### src/rtl/iter_muldiv_unit_if.sv
// Handshake and operand/result bundle between the control unit and the
// iterative multiply/divide unit.
interface iter_muldiv_unit_if #(
    parameter int WIDTH = 32
);
    logic             start;
    logic [1:0]       op;
    logic [WIDTH-1:0] a;
    logic [WIDTH-1:0] b;
    logic             abort;
    logic             busy;
    logic             done;
    logic [WIDTH-1:0] hi;
    logic [WIDTH-1:0] lo;
    logic             div_by_zero;

    modport master (
        output start, op, a, b, abort,
        input  busy, done, hi, lo, div_by_zero
    );

    modport slave (
        input  start, op, a, b, abort,
        output busy, done, hi, lo, div_by_zero
    );
endinterface

### src/rtl/iter_muldiv_unit.sv
// Multi-cycle MIPS-style multiply/divide: one bit per cycle on operand
// magnitudes, sign correction at the end, HI/LO held between operations.
//
//  state | meaning
//  IDLE  | waiting for start
//  PREP  | take magnitudes, record result signs, catch divide-by-zero
//  RUN   | WIDTH shift-add / restoring shift-subtract steps
//  FIXUP | apply signs and load hi/lo
//  DONE  | one-cycle done pulse; a new start is accepted here
module iter_muldiv_unit #(
    parameter int WIDTH = 32
) (
    input logic               clk,
    input logic               reset,
    iter_muldiv_unit_if.slave bus
);
    localparam int CW = $clog2(WIDTH + 1);

    typedef enum logic [2:0] {
        S_IDLE  = 3'd0,
        S_PREP  = 3'd1,
        S_RUN   = 3'd2,
        S_FIXUP = 3'd3,
        S_DONE  = 3'd4
    } state_t;

    state_t             state_q, state_d;
    logic [1:0]         op_q, op_d;
    logic [WIDTH-1:0]   a_q, a_d, b_q, b_d;
    logic [WIDTH-1:0]   hi_q, hi_d, lo_q, lo_d;
    logic [2*WIDTH-1:0] acc_q, acc_d;
    logic [CW-1:0]      cnt_q, cnt_d;
    logic               neg_q, neg_d, rneg_q, rneg_d, dbz_q, dbz_d;

    logic               is_div, is_signed;
    logic [WIDTH-1:0]   a_abs, b_abs, mul_addend, rem_hi, quo_fix, rem_fix;
    logic [WIDTH:0]     mul_sum, rem_sh, rem_diff;
    logic [2*WIDTH-1:0] prod_fix;

    assign is_div     = op_q[1];
    assign is_signed  = ~op_q[0];
    assign a_abs      = (is_signed && a_q[WIDTH-1]) ? -a_q : a_q;
    assign b_abs      = (is_signed && b_q[WIDTH-1]) ? -b_q : b_q;

    // Upper accumulator half is the partial product (multiply) or partial remainder (divide).
    assign rem_hi     = acc_q[2*WIDTH-1:WIDTH];
    assign mul_addend = a_q[0] ? b_q : '0;
    assign mul_sum    = {1'b0, rem_hi} + {1'b0, mul_addend};
    assign rem_sh     = {rem_hi, a_q[WIDTH-1]};
    assign rem_diff   = rem_sh - {1'b0, b_q};
    assign prod_fix   = neg_q ? -acc_q : acc_q;
    assign quo_fix    = neg_q ? -a_q : a_q;
    assign rem_fix    = rneg_q ? -rem_hi : rem_hi;

    always_ff @(posedge clk or posedge reset) begin
        if (reset) begin
            state_q <= S_IDLE;
            op_q    <= '0;
            a_q     <= '0;
            b_q     <= '0;
            acc_q   <= '0;
            cnt_q   <= '0;
            neg_q   <= 1'b0;
            rneg_q  <= 1'b0;
            hi_q    <= '0;
            lo_q    <= '0;
            dbz_q   <= 1'b0;
        end else begin
            state_q <= state_d;
            op_q    <= op_d;
            a_q     <= a_d;
            b_q     <= b_d;
            acc_q   <= acc_d;
            cnt_q   <= cnt_d;
            neg_q   <= neg_d;
            rneg_q  <= rneg_d;
            hi_q    <= hi_d;
            lo_q    <= lo_d;
            dbz_q   <= dbz_d;
        end
    end

    always_comb begin
        state_d = state_q;
        op_d    = op_q;
        a_d     = a_q;
        b_d     = b_q;
        acc_d   = acc_q;
        cnt_d   = cnt_q;
        neg_d   = neg_q;
        rneg_d  = rneg_q;
        hi_d    = hi_q;
        lo_d    = lo_q;
        dbz_d   = dbz_q;
        case (state_q)
            S_IDLE, S_DONE: begin
                if (bus.start) begin
                    state_d = S_PREP;
                    op_d    = bus.op;
                    a_d     = bus.a;
                    b_d     = bus.b;
                end else begin
                    state_d = S_IDLE;
                end
            end
            S_PREP: begin
                if (is_div && (b_q == '0)) begin
                    state_d = S_DONE;
                    hi_d    = a_q;
                    lo_d    = '1;
                    dbz_d   = 1'b1;
                end else begin
                    state_d = S_RUN;
                    cnt_d   = CW'(WIDTH);
                    a_d     = a_abs;
                    b_d     = b_abs;
                    acc_d   = '0;
                    neg_d   = is_signed && (a_q[WIDTH-1] ^ b_q[WIDTH-1]);
                    rneg_d  = is_signed && a_q[WIDTH-1];
                end
            end
            S_RUN: begin
                if (is_div) begin
                    // Quotient bits shift into a_q as dividend bits shift out.
                    if (!rem_diff[WIDTH]) begin
                        acc_d = {rem_diff[WIDTH-1:0], acc_q[WIDTH-1:0]};
                        a_d   = {a_q[WIDTH-2:0], 1'b1};
                    end else begin
                        acc_d = {rem_sh[WIDTH-1:0], acc_q[WIDTH-1:0]};
                        a_d   = {a_q[WIDTH-2:0], 1'b0};
                    end
                end else begin
                    acc_d = {mul_sum, acc_q[WIDTH-1:1]};
                    a_d   = a_q >> 1;
                end
                cnt_d = cnt_q - CW'(1);
                if (cnt_q == CW'(1)) begin
                    state_d = S_FIXUP;
                end
            end
            S_FIXUP: begin
                state_d = S_DONE;
                dbz_d   = 1'b0;
                if (is_div) begin
                    hi_d = rem_fix;
                    lo_d = quo_fix;
                end else begin
                    hi_d = prod_fix[2*WIDTH-1:WIDTH];
                    lo_d = prod_fix[WIDTH-1:0];
                end
            end
            default: state_d = S_IDLE;
        endcase
        // Abort drops the operation and leaves the visible results untouched.
        if (bus.abort) begin
            state_d = S_IDLE;
            hi_d    = hi_q;
            lo_d    = lo_q;
            dbz_d   = dbz_q;
        end
    end

    always_comb begin
        bus.busy = 1'b0;
        bus.done = 1'b0;
        case (state_q)
            S_PREP, S_RUN, S_FIXUP: bus.busy = 1'b1;
            S_DONE:                 bus.done = 1'b1;
            default: ;
        endcase
    end

    assign bus.hi          = hi_q;
    assign bus.lo          = lo_q;
    assign bus.div_by_zero = dbz_q;
endmodule

### src/flat_wrapper.sv
// flat-port wrapper written by rule: the top's interface ports become plain ports
module iter_muldiv_unit_flat 
#(
    parameter int WIDTH = 32
)
  (clk, reset, bus_start, bus_op, bus_a, bus_b, bus_abort, bus_busy, bus_done, bus_hi, bus_lo, bus_div_by_zero);
  iter_muldiv_unit_if #(.WIDTH(WIDTH)) bus_i ();
  input logic clk;
  input logic reset;
  input wire logic [$bits(bus_i.start)-1:0] bus_start;
  input wire logic [$bits(bus_i.op)-1:0] bus_op;
  input wire logic [$bits(bus_i.a)-1:0] bus_a;
  input wire logic [$bits(bus_i.b)-1:0] bus_b;
  input wire logic [$bits(bus_i.abort)-1:0] bus_abort;
  output wire logic [$bits(bus_i.busy)-1:0] bus_busy;
  output wire logic [$bits(bus_i.done)-1:0] bus_done;
  output wire logic [$bits(bus_i.hi)-1:0] bus_hi;
  output wire logic [$bits(bus_i.lo)-1:0] bus_lo;
  output wire logic [$bits(bus_i.div_by_zero)-1:0] bus_div_by_zero;
  assign bus_i.start = bus_start;
  assign bus_i.op = bus_op;
  assign bus_i.a = bus_a;
  assign bus_i.b = bus_b;
  assign bus_i.abort = bus_abort;
  assign bus_busy = bus_i.busy;
  assign bus_done = bus_i.done;
  assign bus_hi = bus_i.hi;
  assign bus_lo = bus_i.lo;
  assign bus_div_by_zero = bus_i.div_by_zero;
  iter_muldiv_unit #(.WIDTH(WIDTH)) u_core (.clk(clk), .reset(reset), .bus(bus_i));
endmodule
### config.mk
export PLATFORM = sky130hd
export DESIGN_NAME = iter_muldiv_unit_flat
export DESIGN_NICKNAME = d
export VERILOG_FILES = /design/src/rtl/iter_muldiv_unit_if.sv /design/src/rtl/iter_muldiv_unit.sv /design/src/flat_wrapper.sv
export SDC_FILE = /design/constraint.sdc
export NUM_CORES = 1
export LEC_CHECK = 0
export CORE_ASPECT_RATIO = 1.4
export CORE_MARGIN = 5
export CORE_UTILIZATION = 29
export CTS_BUF_LIST = sky130_fd_sc_hd__clkbuf_16
export DETAILED_ROUTE_END_ITERATION = 16
export SETUP_SLACK_MARGIN = 0.02
export SKIP_CTS_REPAIR_TIMING = 1
export SLEW_MARGIN = 10
export SYNTH_ARGS = -nofsm -noshare
export SYNTH_HDL_FRONTEND = slang
export SYNTH_SLANG_ARGS = --single-unit
export TNS_END_PERCENT = 100
### constraint.sdc
create_clock -name clk -period 7.9 [get_ports clk]
set_clock_uncertainty 0.05 [all_clocks]
set_input_delay 0.79 -clock clk [delete_from_list [all_inputs] [get_ports clk]]
set_output_delay 0.79 -clock clk [all_outputs]
set_load 0.005 [all_outputs]
==> metrics.yaml, run 1 <==
run_status:
  status: "complete, no violations"
power:
  seqPwrFrac: 0.291
  pwr-share-comb: 0.524
  powerDensity_nw_per_um2: 329
  p_int_w: 0.00331
  p_sw_w: 0.00293
  sw_frac_of_total: 0.470
  p_clk_frac: 0.185
  leakage_nw: 7.98
  peakVddDrop_v: 0.000239
drt:
  detail_route.vias_per_cell: 5.57
  routed_wirelength_um: 60400
  ant_nets: 0
  drc: 0
  wirelength_met1_um: 24500
  wl_met3_um: 2940
  drt-initial-drc-count: 1321
  vias: 15988
  wl_met2_um: 30200
  firstDrtPassIters: 5
  top_layer: "met4"
  wire_per_inst_um: 21.0
grt:
  grt_start_max_net_pins: 140
  first_global_vias: 15580
  antenna_found_initial: 0
  track_usage: 0.188
  gr-total-overflow: 0
  grt_pass1_wl_um: 92500
floorplan:
  row_count: 102
  start_util: 0.293
  fp.dieH_um: 290
  core_area_um2: 55500
  chipWidth_um: 210
  die_area_um2: 61100
  ioPinCount: 137
clock_tree:
  max-clock-path-buffers: 3
  path_clk_slew_ns: 0.06
  cts_tree: "yes"
  clock_latency_ns: 0.55
  root_buffer: "clkbuf_16"
  h-tree-depth: 1
  cts_buffers: 26
  clkSinkCount: 206
timing:
  fin_tns_setup_ns: 0
  rsz0062_at_grt: "no"
  hold_slack_ns: 0.431
  hold_viol: 0
  slew_headroom: 0.205
  setup_viol_count_final: 0
  max_freq_mhz: 200
  period_share: 0.633
  finalCriticalPeriod_ns: 5.00
  slew_violations: 0
  layout_setup_ws_ns: 2.90
  tightestPinTransition_ns: 1.19
layout:
  area_growth_pct: 16.5
  nets: 2265
  antennaDiodeCount: 0
  drive_gt1_frac: 0.0542
yosys:
  ys_types: 85
  syn_area_per_cell_um2: 7.84
  synth.most_common_cell: "nor2_1"
  synth_seq_cells: 206
  syn-cell-area_um2: 16300
  syn_inst: 2078
  synth_seq_area_share: 0.317
  synthTopCellsByArea: "dfrtp_1, o21ai_0, nor2_1, nand2_1, ha_1"
  synth_warnings: 0
  ys_async_sr_fraction: 1.00
  synth-edff-count: 0
  synth_area_leader_cell: "dfrtp_1"
  ys.flop_type: "dfrtp_1"
  synth_nets: 2220
  synth_top_area_frac: 0.317
  synth_common_cells: "nor2_1, nand2_1, dfrtp_1, o21ai_0, a21oi_1"
worst_setup_path:
  start_kind: "register"
  cp_slowest_cell: "or4_2"
  cp.required_ns: 8.28
  crit_fanout: 64
  path_cells: "inv_1 > ha_1 > or3b_2 > nor4b_1 > nand4_1 > o21a_4 > or4_2 > buf_4 > clkinv_4 > nand2_2 > o22a_1"
  path_class: "reg -> reg"
  end_kind: "register"
  critPathBufInv: 3
  slowest_delay_ns: 0.57
  cpLargestDelayFamily: "simple AND/OR/NAND/NOR gates"
  crit_arrival_ns: 5.39
placed_design:
  place_ws_ns: 2.82
  place.gp.congestion: 0.915
  dp_hpwl_um: 45200
  port_buffers: 136
min_path:
  min_path_type: "reg -> reg"
job:
  max_cap_viol_count: 0
==> cell families (layout without fill, tap and decap cells) <==
kind of cell               count (synthesis)  count (layout)  share of synthesized area
and+or+nand+nor                          733             733                      0.208
DFF                                      206             206                      0.317
buffers and inverters                    204             268                     0.0513
AOI/OAI and AO/OA                        660             660                      0.252
muxes                                     66              66                     0.0423
xor gates and xnor gates                 137             137                     0.0737
adders and majority gates                 72              72                     0.0562
==> routing by layer <==
metal	up-vias	GRT usage
met5	-	0
met4	0	0.0768
met3	114	0.0176
met2	528	0.335
met1	7761	0.230
li1	7585	-
==> cell type report <==
| cell class | instances | area (µm²) |
|---|---|---|
| clock buffer | 26 | 651 |
| clock inverter | 21 | 155 |
| fill | 5804 | 36500 |
| tap | 728 | 911 |
| sequential | 206 | 5160 |
| multi-input combinational | 1668 | 10300 |
| timing repair buffer | 155 | 1500 |
| inverter | 66 | 260 |
==> worst reg2reg max path, stage by stage, from the launching register on <==
cell and delay, ns:
dfrtp_1 0.46, inv_1 0.12, ha_1 0.19, or3b_2 0.51, nor4b_1 0.45, nand4_1 0.51
o21a_4 0.52, or4_2 0.58, buf_4 0.30, clkinv_4 0.43, nand2_2 0.44, o22a_1 0.33
==> sequential cells by signal, summed over array words and instances (netlist names), 2 cells and up <==
signal and flops:
u_core.b_q 32, u_core.bus.lo 32, u_core.state_q 3, u_core.bus.hi 32, u_core.cnt_q 6, u_core.op_q 2, u_core.a_q 32, u_core.acc_q 64
==> worst paths after layout <==
path | startpoint | endpoint | slack, ns | cells after the start
max | u_core.b_q[1] | u_core.bus.lo[24] | 2.90 | 11
max reg2reg | u_core.b_q[1] | u_core.bus.lo[24] | 2.90 | 11
max in group asynchronous | reset | u_core.b_q[13] | 5.40 | 3
min in group asynchronous | reset | u_core.a_q[14] | 0.80 | 2
min | u_core.bus.hi[5] | u_core.bus.hi[5] | 0.43 | 2
min reg2reg | u_core.bus.hi[5] | u_core.bus.hi[5] | 0.43 | 2
==> placed cells by master, fill, tap and decap left out, types with 23 or more instances in the layout <==
cell	count
a21oi_1	155
inv_1	68
xnor2_1	82
clkbuf_16	26
mux2i_1	52
a21o_1	23
a221oi_1	26
dfrtp_1	204
nand2_1	241
a31oi_1	44
o21ai_0	206
clkdlybuf4s50_1	136
nand3_1	33
or3_1	25
nor3_1	54
ha_1	70
nor2_1	236
o22ai_1	31
xor2_1	55
==> power by group through the flow <==
stage / Sequential, W / Clock (W) / Combinational [W]
after floorplan: 0.00154 / 0 / 0.00238
final: 0.00182 / 0.00115 / 0.00327
after global placement: 0.00182 / 0 / 0.00320
after global routing: 0.00185 / 0.00121 / 0.00356
after detailed placement: 0.00182 / 0 / 0.00324
after CTS: 0.00181 / 0.00117 / 0.00326
==> per-stage QoR <==
| step | power, W | instances | cell area (µm²) | util |
|---|---|---|---|---|
| final | 0.00624 | 2870 | 19000 | 0.342 |
| after floorplan | 0.00392 | 2078 | 16300 | - |
| after global placement | 0.00502 | 2823 | 18200 | 0.327 |
| after detailed placement | 0.00507 | 2823 | 18200 | 0.327 |
| after global routing | 0.00663 | 2870 | 19000 | 0.342 |
| after CTS | 0.00623 | 2870 | 19000 | 0.342 |
(Power assumes the default switching activity.)
==> run 2: changes to the inputs <==
- clock period: 7.9 -> 4.55 ns (I/O delays scaled with it)
==> run 2 against run 1 <==
Non-clock buffer count up 22; register-to-register slack got worse by 2.5 ns; global-route usage increased by 0.41 points; hold slack lost 0.10 ns; wire length increased by 2.1%; core utilization is 0.43 points higher; via count rose by 1.1%; die area did not move; clock power is 84% higher; sequential power rose by 70%; combinational power grew 77%.
==> metrics.yaml, run 2 (same netlist as run 1, synthesis figures left out) <==
placed_design:
  placed_area_um2: 18400  # +1.0%
  port_buffers: 136  # unchanged
  dp_hpwl_um: 47000  # +4.1%
  place.gp.congestion: 0.944  # +3.1%
grt:
  gr-total-overflow: 0  # unchanged
  first_global_vias: 15886  # +2.0%
  grt_start_max_net_pins: 114  # -19%
  antenna_found_initial: 1  # +1
  grt_pass1_wl_um: 94400  # +2.1%
  track_usage: 0.192  # +0.00412
layout:
  utilization: 0.346  # +0.00433
  largest_register_ff_count: 64  # unchanged
  final_cell_mix: "nand2_1, nor2_1, o21ai_0"
  area_growth_pct: 18.0
  drive_gt1_frac: 0.0647  # +0.0105
  final_cell_area_um2: 19200  # +1.3%
  largest-register: "u_core.acc_q"
  nets: 2287  # +0.97%
  final_common_cell: "nand2_1"
clock_tree:
  root_buffer: "clkbuf_16"
  cts_buffers: 26  # unchanged
  clkSinkCount: 206  # unchanged
  h-tree-depth: 1  # unchanged
  cts_tree: "yes"
  clock_latency_ns: 0.57  # +0.02 ns
  path_clk_slew_ns: 0.07  # about the same
  max-clock-path-buffers: 3  # unchanged
power:
  seqPwrFrac: 0.280  # -0.011
  pwr-share-comb: 0.527  # +0.003
  sw_frac_of_total: 0.464  # -0.00526
  p_clk_frac: 0.193  # +0.008
  p_int_w: 0.00590  # +78%
  powerDensity_nw_per_um2: 573  # +74%
  p_sw_w: 0.00511  # +74%
  peakVddDrop_v: 0.000349  # +46%
  leakage_nw: 8.09  # +1.4%
  power_w: 0.0110  # +76%
timing:
  finalCriticalPeriod_ns: 4.17  # -0.834 ns
  tightestPinTransition_ns: 1.16  # -0.0277 ns
  rsz0062_at_grt: "no"
  max_freq_mhz: 240  # +20%
  slew_headroom: 0.225  # +0.0195
  slew_violations: 0  # unchanged
  hold_viol: 0  # unchanged
  setup_viol_count_final: 0  # unchanged
  period_share: 0.917  # +0.283
  fin_tns_setup_ns: 0  # unchanged
drt:
  firstDrtPassIters: 5  # unchanged
  drt-initial-drc-count: 1198  # -9.3%
  wire_per_inst_um: 21.3  # +1.2%
  drc: 0  # unchanged
  ant_nets: 0  # unchanged
  detail_route.vias_per_cell: 5.59  # +0.26%
  routed_wirelength_um: 61700  # +2.1%
  vias: 16164  # +1.1%
worst_setup_path:
  crit_arrival_ns: 4.54  # -0.85 ns
  cp.required_ns: 4.92  # -3.36 ns
  end_kind: "register"
  start_kind: "register"
  r2r_slack_ns: 0.38  # -2.52 ns
  r2r_end: "u_core.bus.lo[20]"
  r2r_start: "u_core.b_q[1]"
  path_class: "reg -> reg"
  worst-r2r-cell-count: 10  # -1
  crit_fanout: 64  # unchanged
min_path:
  min_path_type: "in -> async"
floorplan:
  fp.dieH_um: 290  # unchanged
  ioPinCount: 137  # unchanged
  start_util: 0.293  # unchanged
  row_count: 102  # unchanged
  core_area_um2: 55500  # unchanged
  die_area_um2: 61100  # unchanged
  chipWidth_um: 210  # unchanged
job:
  max_cap_viol_count: 0  # unchanged
run_status:
  status: "complete, no violations"
-- run 2: critical path, cell delays in order, from the launching register on --
cell and delay (ns):
dfrtp_1 0.46, inv_1 0.11, ha_1 0.19, or3b_2 0.49
nor4b_1 0.32, nand4_1 0.23, o21a_4 0.39, or4_2 0.64
clkinv_4 0.36, nand2_2 0.43, o22a_1 0.31
-- run 2: metal layers --
| metal | routed length [µm] | GRT usage |
|---|---|---|
| met1 | 24600 | 0.234 |
| met4 | 2520 | 0.0707 |
| met2 | 31100 | 0.344 |
| met5 | 13 | 0 |
| met3 | 3390 | 0.0229 |
-- run 2: worst max path at each step --
stage                               from           endpoint  slack [ns]  depth (start not counted)
after global placement    u_core.a_q[31]   u_core.acc_q[32]        0.56                         13
after global routing      u_core.a_q[31]   u_core.acc_q[32]        0.14                         13
after detailed placement   u_core.b_q[1]  u_core.bus.lo[20]        0.43                         10
after CTS                  u_core.b_q[1]  u_core.bus.lo[20]        0.40                         10
final                      u_core.b_q[1]  u_core.bus.lo[20]        0.38                         10
after floorplan            u_core.a_q[0]   u_core.acc_q[58]        1.06                         13
-- run 2: final cells by class --
class	count	area [µm²]
clock buffers	27	676
inverters	66	256
repair buffers	177	1690
multi-input cells	1668	10300
fillers	5760	36300
well taps	728	911
clock inverters	21	185
flip-flops and latches	206	5160
diodes	1	2.50
-- run 2: per-stage QoR --
stage / std cells / hold WS (ns) / worst slack, ns
floorplan: 2078 / 0.385 / 1.06
global route: 2893 / 0.402 / 0.138
detailed placement: 2845 / 0.419 / 0.429
global placement: 2845 / 0.408 / 0.564
CTS: 2893 / 0.354 / 0.396
finish: 2894 / 0.330 / 0.380
-- run 2: power groups by stage --
| stage | combinational (W) | sequential, W | clock, W |
|---|---|---|---|
| after floorplan | 0.00413 | 0.00267 | 0 |
| after global placement | 0.00567 | 0.00308 | 0 |
| after detailed placement | 0.00572 | 0.00309 | 0 |
| after CTS | 0.00575 | 0.00306 | 0.00216 |
| after global routing | 0.00630 | 0.00314 | 0.00222 |
| final | 0.00580 | 0.00309 | 0.00212 |
==> run 3: changes to the inputs <==
- SLEW_MARGIN: 10 -> unset
==> results of run 3 <==
Same layout as run 2: the final DEF is identical, and so are final timing and power.
